File: src/rtl/stochastic_addsub_array_if.sv
// Handshake and data bundle for the stochastic add/sub array: the stream and control
// inputs, together with the registered y stream, per-channel counts and status.
interface stochastic_addsub_array_if #(
  parameter int CHANNELS = 4,
  parameter int WIN_LOG2 = 8
);
  logic                               start;
  logic [CHANNELS-1:0]                mode;
  logic                               en;
  logic [CHANNELS-1:0]                a;
  logic [CHANNELS-1:0]                b;
  logic [CHANNELS-1:0]                y;
  logic                               y_vld;
  logic [CHANNELS*(WIN_LOG2+1)-1:0]   count;
  logic                               busy;
  logic                               done;

  modport master (
    output start, mode, en, a, b,
    input  y, y_vld, count, busy, done
  );

  modport slave (
    input  start, mode, en, a, b,
    output y, y_vld, count, busy, done
  );
endinterface

File: src/rtl/stochastic_addsub_array.sv
// Multi-channel windowed stochastic adder/subtractor: one shared LFSR picks a or b (or ~b)
// per channel, and each channel counts its output ones over 2**WIN_LOG2 enabled bits.
module stochastic_addsub_array #(
  parameter int          CHANNELS = 4,
  parameter int          LFSR_W   = 8,
  parameter int unsigned SEED     = 32'hA5,
  parameter int          WIN_LOG2 = 8
) (
  input logic                      clk,
  input logic                      rst_n,
  stochastic_addsub_array_if.slave bus
);
  localparam int CW = WIN_LOG2 + 1;

  localparam logic [1:0] S_IDLE = 2'd0;
  localparam logic [1:0] S_RUN  = 2'd1;
  localparam logic [1:0] S_DONE = 2'd2;

  // Tap sets: x^8+x^6+x^5+x^4+1 and x^16+x^14+x^13+x^11+1.
  localparam int TAP_A = (LFSR_W == 16) ? 15 : 7;
  localparam int TAP_B = (LFSR_W == 16) ? 13 : 5;
  localparam int TAP_C = (LFSR_W == 16) ? 12 : 4;
  localparam int TAP_D = (LFSR_W == 16) ? 10 : 3;

  localparam logic [LFSR_W-1:0] SEED_W   = LFSR_W'(SEED);
  localparam logic [LFSR_W-1:0] SEED_EFF = (SEED_W == '0) ? LFSR_W'(1) : SEED_W;

  logic [1:0]             state_q, state_d;
  logic [LFSR_W-1:0]      lfsr_q, lfsr_d;
  logic [WIN_LOG2-1:0]    bitcnt_q, bitcnt_d;
  logic [CHANNELS-1:0]    mode_q, mode_d;
  logic [CHANNELS-1:0]    y_q, y_d;
  logic                   y_vld_q, y_vld_d;
  logic                   busy_q, busy_d;
  logic                   done_q, done_d;
  logic [CHANNELS*CW-1:0] count_q, count_d;
  logic                   sel;
  logic                   fb;
  logic                   ybit;

  assign sel = lfsr_q[0];
  assign fb  = lfsr_q[TAP_A] ^ lfsr_q[TAP_B] ^ lfsr_q[TAP_C] ^ lfsr_q[TAP_D];

  always_comb begin
    state_d  = state_q;
    lfsr_d   = lfsr_q;
    bitcnt_d = bitcnt_q;
    mode_d   = mode_q;
    y_d      = y_q;
    y_vld_d  = 1'b0;
    count_d  = count_q;
    ybit     = 1'b0;
    case (state_q)
      S_IDLE: begin
        if (bus.start) begin
          lfsr_d   = SEED_EFF;
          count_d  = '0;
          bitcnt_d = '0;
          mode_d   = bus.mode;
          state_d  = S_RUN;
        end
      end
      S_RUN: begin
        if (bus.en) begin
          for (int i = 0; i < CHANNELS; i++) begin
            // Subtract is add with the complemented B stream: (A + (1-B)) / 2.
            ybit = sel ? bus.a[i] : (mode_q[i] ^ bus.b[i]);
            y_d[i] = ybit;
            count_d[i*CW +: CW] = count_q[i*CW +: CW] + CW'(ybit);
          end
          y_vld_d  = 1'b1;
          lfsr_d   = {lfsr_q[LFSR_W-2:0], fb};
          bitcnt_d = bitcnt_q + 1'b1;
          if (bitcnt_q == '1) begin
            state_d = S_DONE;
          end
        end
      end
      S_DONE:  state_d = S_IDLE;
      default: state_d = S_IDLE;
    endcase
    busy_d = (state_d == S_RUN);
    done_d = (state_d == S_DONE);
  end

  always_ff @(posedge clk or negedge rst_n) begin
    if (!rst_n) begin
      state_q  <= S_IDLE;
      lfsr_q   <= SEED_EFF;
      bitcnt_q <= '0;
      mode_q   <= '0;
      y_q      <= '0;
      y_vld_q  <= 1'b0;
      busy_q   <= 1'b0;
      done_q   <= 1'b0;
      count_q  <= '0;
    end else begin
      state_q  <= state_d;
      lfsr_q   <= lfsr_d;
      bitcnt_q <= bitcnt_d;
      mode_q   <= mode_d;
      y_q      <= y_d;
      y_vld_q  <= y_vld_d;
      busy_q   <= busy_d;
      done_q   <= done_d;
      count_q  <= count_d;
    end
  end

  assign bus.y     = y_q;
  assign bus.y_vld = y_vld_q;
  assign bus.count = count_q;
  assign bus.busy  = busy_q;
  assign bus.done  = done_q;
endmodule
File: src/flat_wrapper.sv
// flat-port wrapper written by rule: the top's interface ports become plain ports
module stochastic_addsub_array_flat 
#(
  parameter int          CHANNELS = 4,
  parameter int          LFSR_W   = 8,
  parameter int unsigned SEED     = 32'hA5,
  parameter int          WIN_LOG2 = 8
)
  (clk, rst_n, bus_start, bus_mode, bus_en, bus_a, bus_b, bus_y, bus_y_vld, bus_count, bus_busy, bus_done);
  stochastic_addsub_array_if #(.CHANNELS(CHANNELS), .WIN_LOG2(WIN_LOG2)) bus_i ();
  input logic clk;
  input logic rst_n;
  input wire logic [$bits(bus_i.start)-1:0] bus_start;
  input wire logic [$bits(bus_i.mode)-1:0] bus_mode;
  input wire logic [$bits(bus_i.en)-1:0] bus_en;
  input wire logic [$bits(bus_i.a)-1:0] bus_a;
  input wire logic [$bits(bus_i.b)-1:0] bus_b;
  output wire logic [$bits(bus_i.y)-1:0] bus_y;
  output wire logic [$bits(bus_i.y_vld)-1:0] bus_y_vld;
  output wire logic [$bits(bus_i.count)-1:0] bus_count;
  output wire logic [$bits(bus_i.busy)-1:0] bus_busy;
  output wire logic [$bits(bus_i.done)-1:0] bus_done;
  assign bus_i.start = bus_start;
  assign bus_i.mode = bus_mode;
  assign bus_i.en = bus_en;
  assign bus_i.a = bus_a;
  assign bus_i.b = bus_b;
  assign bus_y = bus_i.y;
  assign bus_y_vld = bus_i.y_vld;
  assign bus_count = bus_i.count;
  assign bus_busy = bus_i.busy;
  assign bus_done = bus_i.done;
  stochastic_addsub_array #(.CHANNELS(CHANNELS), .LFSR_W(LFSR_W), .SEED(SEED), .WIN_LOG2(WIN_LOG2)) u_core (.clk(clk), .rst_n(rst_n), .bus(bus_i));
endmodule
File: config.mk
export PLATFORM = sky130hd
export DESIGN_NAME = stochastic_addsub_array_flat
export DESIGN_NICKNAME = d
export VERILOG_FILES = /design/src/rtl/stochastic_addsub_array_if.sv /design/src/rtl/stochastic_addsub_array.sv /design/src/flat_wrapper.sv
export SDC_FILE = /design/constraint.sdc
export NUM_CORES = 1
export LEC_CHECK = 0
export CAP_MARGIN = 40
export CORE_MARGIN = 8
export CORE_UTILIZATION = 47
export CTS_BUF_LIST = sky130_fd_sc_hd__clkbuf_4 sky130_fd_sc_hd__clkbuf_8 sky130_fd_sc_hd__clkbuf_16
export CTS_CLUSTER_SIZE = 25
export DETAILED_ROUTE_END_ITERATION = 8
export PLACE_DENSITY = 0.84
export SKIP_CTS_REPAIR_TIMING = 1
export SYNTH_ARGS = -nofsm -noshare
export SYNTH_HDL_FRONTEND = slang
export SYNTH_SLANG_ARGS = --single-unit
File: constraint.sdc
create_clock -name clk -period 2 [get_ports clk]
set_input_delay 0.3 -clock clk [delete_from_list [all_inputs] [get_ports clk]]
set_output_delay 0.3 -clock clk [all_outputs]
set_load 0.02 [all_outputs]
== Yosys cells after proc, flatten, opt, wreduce, memory -nomap -nowiden ==
Cells that the tools add are included.
Word-level totals
  memories kept: 0
  input bits: 16
  bits in latches: 0
  bits in registers: 65
  memory bits (read-only): 0
  output and inout bits: 43
  bits in writable memories: 0
  word-level logic and storage cells: 51
Cells by class
  shift-type cells: 0
  muxes and demuxes: 19
  eq/ne operators: 6
  bitwise gates (word level): 7
  reduce and logical (&&, ||, !) cells: 5
  $mul: 0
  magnitude comparators: 0
  divide/modulo/power cells: 0
  add/sub/neg operators: 5
Operators with widths (number)
  36-bit 2-to-1 mux: 2
  36-bit one-hot mux with 2 select lines: 1
  9-bit by 1-bit adder with 9-bit output: 4
  8-bit 2-to-1 mux: 4
  8-bit one-hot mux with 2 select lines: 2
  8-bit by 1-bit adder with 8-bit output (second input constant): 1
  8-bit == test (second input constant): 1
  1-bit bitwise XOR: 7
  1-bit 2-to-1 mux: 6
  2-bit 2-to-1 mux: 3
  2-bit by 1-bit == test with 1-bit output (second input constant): 2
  2-bit != test (second input constant): 2
  2-bit one-hot mux with 2 select lines: 1
  2-bit AND reduction: 2
  3-bit AND reduction: 1
  2-bit == test (second input constant): 1
  2-bit zero test: 1
  2-bit nonzero test: 1

== Longest topological paths before layout ==
  word-level depth: 5
  gate-level depth with buffers: 8
  depth with buffers taken out: 7

== Worst setup path before layout ==
No wires, ideal clock.
  kind: reg-to-reg
  start point: register u_core.lfsr_q[0]
  end point: register u_core.count_q[8] (netlist: u_core.bus.count[8])
  arrival: 2.039 ns
  setup time: 0.078 ns
  required time: 1.922 ns
  clock period less this slack: 2.117 ns
  stages on the path, launching flop included: 9
  setup slack: -0.117 ns
  buffers on the path: 1
  cell sequence: dfstp_2 clkbuf_1 nand2_1 o21ai_0 ha_1 ha_1 nand4b_1 or4_1 a21oi_1
On the way
  longest elaborated chain between the ends: 4
Ends and longest elaborated chain
  start, declared: line stochastic_addsub_array.sv:29  | logic [LFSR_W-1:0] lfsr_q, lfsr_d;
  start signal, assigned: line stochastic_addsub_array.sv:99  | lfsr_q <= lfsr_d;
  1-bit 2-to-1 mux: line stochastic_addsub_array.sv:67  | ybit = sel ? bus.a[i] : (mode_q[i] ^ bus.b[i]);
  9-bit by 1-bit adder with 9-bit output: line stochastic_addsub_array.sv:69  | count_d[i*CW +: CW] = count_q[i*CW +: CW] + CW'(ybit);
  36-bit 2-to-1 mux: line stochastic_addsub_array.sv:64  | if (bus.en) begin
  36-bit one-hot mux with 2 select lines: line stochastic_addsub_array.sv:53  | case (state_q)
  end signal, assigned: line stochastic_addsub_array.sv:106  | count_q <= count_d;
  end, declared: line stochastic_addsub_array.sv:36  | logic [CHANNELS*CW-1:0] count_q, count_d;
Every way passes these cells. The select of a mux whose other input is x is not followed.
A chain may end at the register's enable or synchronous reset.

== Worst setup path after layout ==
  start point: register u_core.lfsr_q[0]
  end point: register u_core.count_q[24] (netlist: u_core.bus.count[24])
The elaborated chain is that of the path after synthesis.

==> flow_summary.json <==
{
  "status": "finished with violations",
  "violations": "setup timing",
  "synth_top_family_by_area": "simple AND/OR/NAND/NOR gates",
  "hold_slack_ns": 0.462,
  "hp-class": "in2async",
  "clk_pin_slew_worst_paths_ns": 0.07,
  "period_needed_ns": 2.09,
  "crit_family": "simple AND/OR/NAND/NOR gates",
  "synth_area_per_cell_um2": 10.4,
  "final-instance-count-excl-fill": 466,
  "setup_ws_ns": -0.0873,
  "slowest_stage": "dfstp_2",
  "tightest_slew_ns": 0.510,
  "detail_route.iter0.violations": 131,
  "totalWireLength_um": 8100,
  "detail_route.wl_per_cell_um": 17.4,
  "start_util_pct": 49.1,
  "critPathBufInv": 0,
  "drv_cap": 0,
  "track_usage_pct": 16.8,
  "place_ws_ns": -0.489,
  "place_area_mm2": 0.00401,
  "synth_xor_area_share_pct": 1.96,
  "stdcell_area_mm2": 0.00439,
  "port-buffer-count": 58,
  "synth.yosys.seq_area_share_pct": 52.1,
  "ys_types": 32,
  "synth_seq_cells": 65,
  "synthAdderAreaFrac_pct": 3.59,
  "synth_compound_area_share_pct": 15.3,
  "critical_path.startpoint_type": "flip-flop",
  "period_share_pct": 104,
  "grt_pass1_wl_um": 13300,
  "cp.arrival_ns": 2.36,
  "ant_nets": 0,
  "cts_buffer_depth": 2,
  "setup_viol": 11,
  "nets": 411,
  "die_w_um": 97.7,
  "synthMuxAreaShare_pct": 4.63,
  "rrSetupSlack_ns": -0.09,
  "p_per_area_mw_per_mm2": 1060,
  "cp_data_required_time_ns": 2.28,
  "core_area_mm2": 0.00639,
  "synthCells": 301,
  "dp_hpwl_um": 5480,
  "cp_max_fo": 8,
  "io_pins": 59,
  "core.rowCount": 29,
  "place.gp.congestion": 0.834,
  "report.final.slew_viol_count": 0,
  "insertion_delay_ns": 0.34,
  "fillCellCount": 450,
  "grt_pass1_vias": 2780,
  "viasPerCell": 5.85,
  "antenna_cells": 0,
  "grt_start_max_net_pins": 29,
  "syn-num-nets": 326,
  "fmax_mhz": 479,
  "root_buffer": "clkbuf_8",
  "crit_chain": "nand2_2 -> o21ai_2 -> ha_2 -> ha_4 -> nand4b_1 -> or4_4 -> a21oi_2",
  "die_y_um": 97.7,
  "slowest_delay_ns": 0.66,
  "drive_gt1_share_pct": 24.9,
  "grt_antenna_before_repair": 0,
  "num_vias": 2728,
  "grt_overflow": 0,
  "vdd_drop_max_mv": 0.648,
  "final_hold_viol_count": 0,
  "fin_total_pwr_mw": 4.66,
  "p_leak_nw": 1.75,
  "place_inst": 447,
  "cp-end-kind": "flip-flop",
  "htreeDepth": 3,
  "finClkSkew_ns": 0.00792,
  "drcViolationCount": 0,
  "yosysWarnings": 0,
  "clock-sinks": 65,
  "rsz0062_at_grt": "yes",
  "die-area_mm2": 0.00954,
  "cts_buffers": 9,
  "path_class": "reg2reg",
  "cts_tree": "done",
  "synth_area_mm2": 0.00313,
  "max-slew-margin-rel_pct": 66.0,
  "areaGrowthSynthToFinish_pct": 40.0,
  "synth-simple-area-share_pct": 19.4,
  "drt_pre_antenna_iters": 4
}
==> report_power, final <==
group	total (mW)	internal [mW]	switching [mW]	leakage, nW
combinational	1.66	0.883	0.777	0.839
sequential	2.03	1.65	0.388	0.826
clock	0.967	0.490	0.477	0.0870
==> state kept, by name, summed over array words and instances (netlist names) <==
register          cells
u_core.bus.busy       1
u_core.mode_q         4
u_core.bus.y          4
u_core.bitcnt_q       8
u_core.lfsr_q         8
u_core.bus.count     36
u_core.bus.done       1
u_core.bus.y_vld      1
u_core.state_q        2
==> metrics by stage <==
step	setup TNS, ns	utilization, %
finish	-0.429	68.7
global route	-2.25	68.7
CTS	-1.11	65.2
detailed placement	-8.02	62.7
global placement	-5.85	62.7
floorplan	-0.0217	-
==> per-layer routing <==
metal	global-route usage, %	wire, um
met1	20.1	3420
met2	26.3	4060
met3	5.90	502
met4	7.46	113
met5	0	0
==> final cells by class <==
type	instances	area (um2)	share of cell area, %
clock buffer	13	154	3.51
sequential	65	1630	37.2
multi-input combinational	212	1610	36.6
tap	77	96.3	2.20
clock inverter	1	5.00	0.114
timing repair buffer	92	871	19.9
inverter	6	22.5	0.513
==> worst register-to-register path, cell delays in order (launching register included) <==
cell	delay (ns)
dfstp_2	0.66
nand2_2	0.09
o21ai_2	0.07
ha_2	0.22
ha_4	0.14
nand4b_1	0.18
or4_4	0.53
a21oi_2	0.13
==> layout by cell type (no fill, tap or decap), types with 5 or more instances in the layout <==
cell type        count
a21oi_2              7
or4_4                5
nand2b_1             7
or4_1               11
o31ai_1             13
inv_1                6
clkbuf_8             9
a21oi_1             19
clkdlybuf4s50_1     57
nor4_2               6
nand2_1             33
or3_1                9
mux2i_1              9
a22o_1              13
nand4b_1             6
nand4_1              9
dfrtp_1             61
buf_4               30
xnor2_1              5
o21ai_0              9
==> worst paths after layout <==
path	startpoint	to	cells after the start
worst min-delay path	rst_n	u_core.mode_q[3]	2
worst max-delay path	u_core.lfsr_q[0]	u_core.bus.count[24]	7
worst max register to register	u_core.lfsr_q[0]	u_core.bus.count[24]	7
min in group clk	bus_mode[1]	u_core.mode_q[1]	3
worst min register to register	u_core.mode_q[1]	u_core.mode_q[1]	2
max in group asynchronous	rst_n	u_core.state_q[1]	3
==> logic make-up (layout without fill, tap and decap cells) <==
kind of cell	count (synthesis)	after routing
compound gates	74	74
xor+xnor	7	7
fa+ha+maj	9	9
buf+inv	24	112
flops	65	65
mux	14	14
simple gates	108	108
==> Yosys cell counts <==
master | count | share of area (%)
nand4b_1 | 6 | 1.7
nand2_1 | 37 | 4.4
clkbuf_2 | 1 | 0.16
dfrtp_1 | 61 | 49
a211oi_1 | 2 | 0.48
clkbuf_1 | 12 | 1.4
a21oi_1 | 26 | 4.2
a22o_1 | 13 | 3.6
xor2_1 | 2 | 0.56
or2_2 | 1 | 0.20
nor3b_1 | 1 | 0.24
or4_1 | 16 | 3.8
mux2_2 | 4 | 1.4
xnor2_1 | 5 | 1.4
nand3_1 | 5 | 0.80
nand4_1 | 9 | 1.8
nor3_1 | 2 | 0.32
o21ai_0 | 13 | 2.1
o22a_1 | 3 | 0.84
nor4_1 | 10 | 2.0
nand3b_1 | 1 | 0.24
a2bb2oi_1 | 1 | 0.28
or3b_2 | 1 | 0.28
dfstp_2 | 4 | 3.4
or3_1 | 9 | 1.8
o31ai_1 | 16 | 3.8
ha_1 | 9 | 3.6
nand2b_1 | 7 | 1.4
inv_1 | 6 | 0.72
mux2i_1 | 10 | 3.2
nor2_1 | 3 | 0.36
buf_2 | 5 | 0.80
No activity file was read; power rests on OpenSTA's default activity.
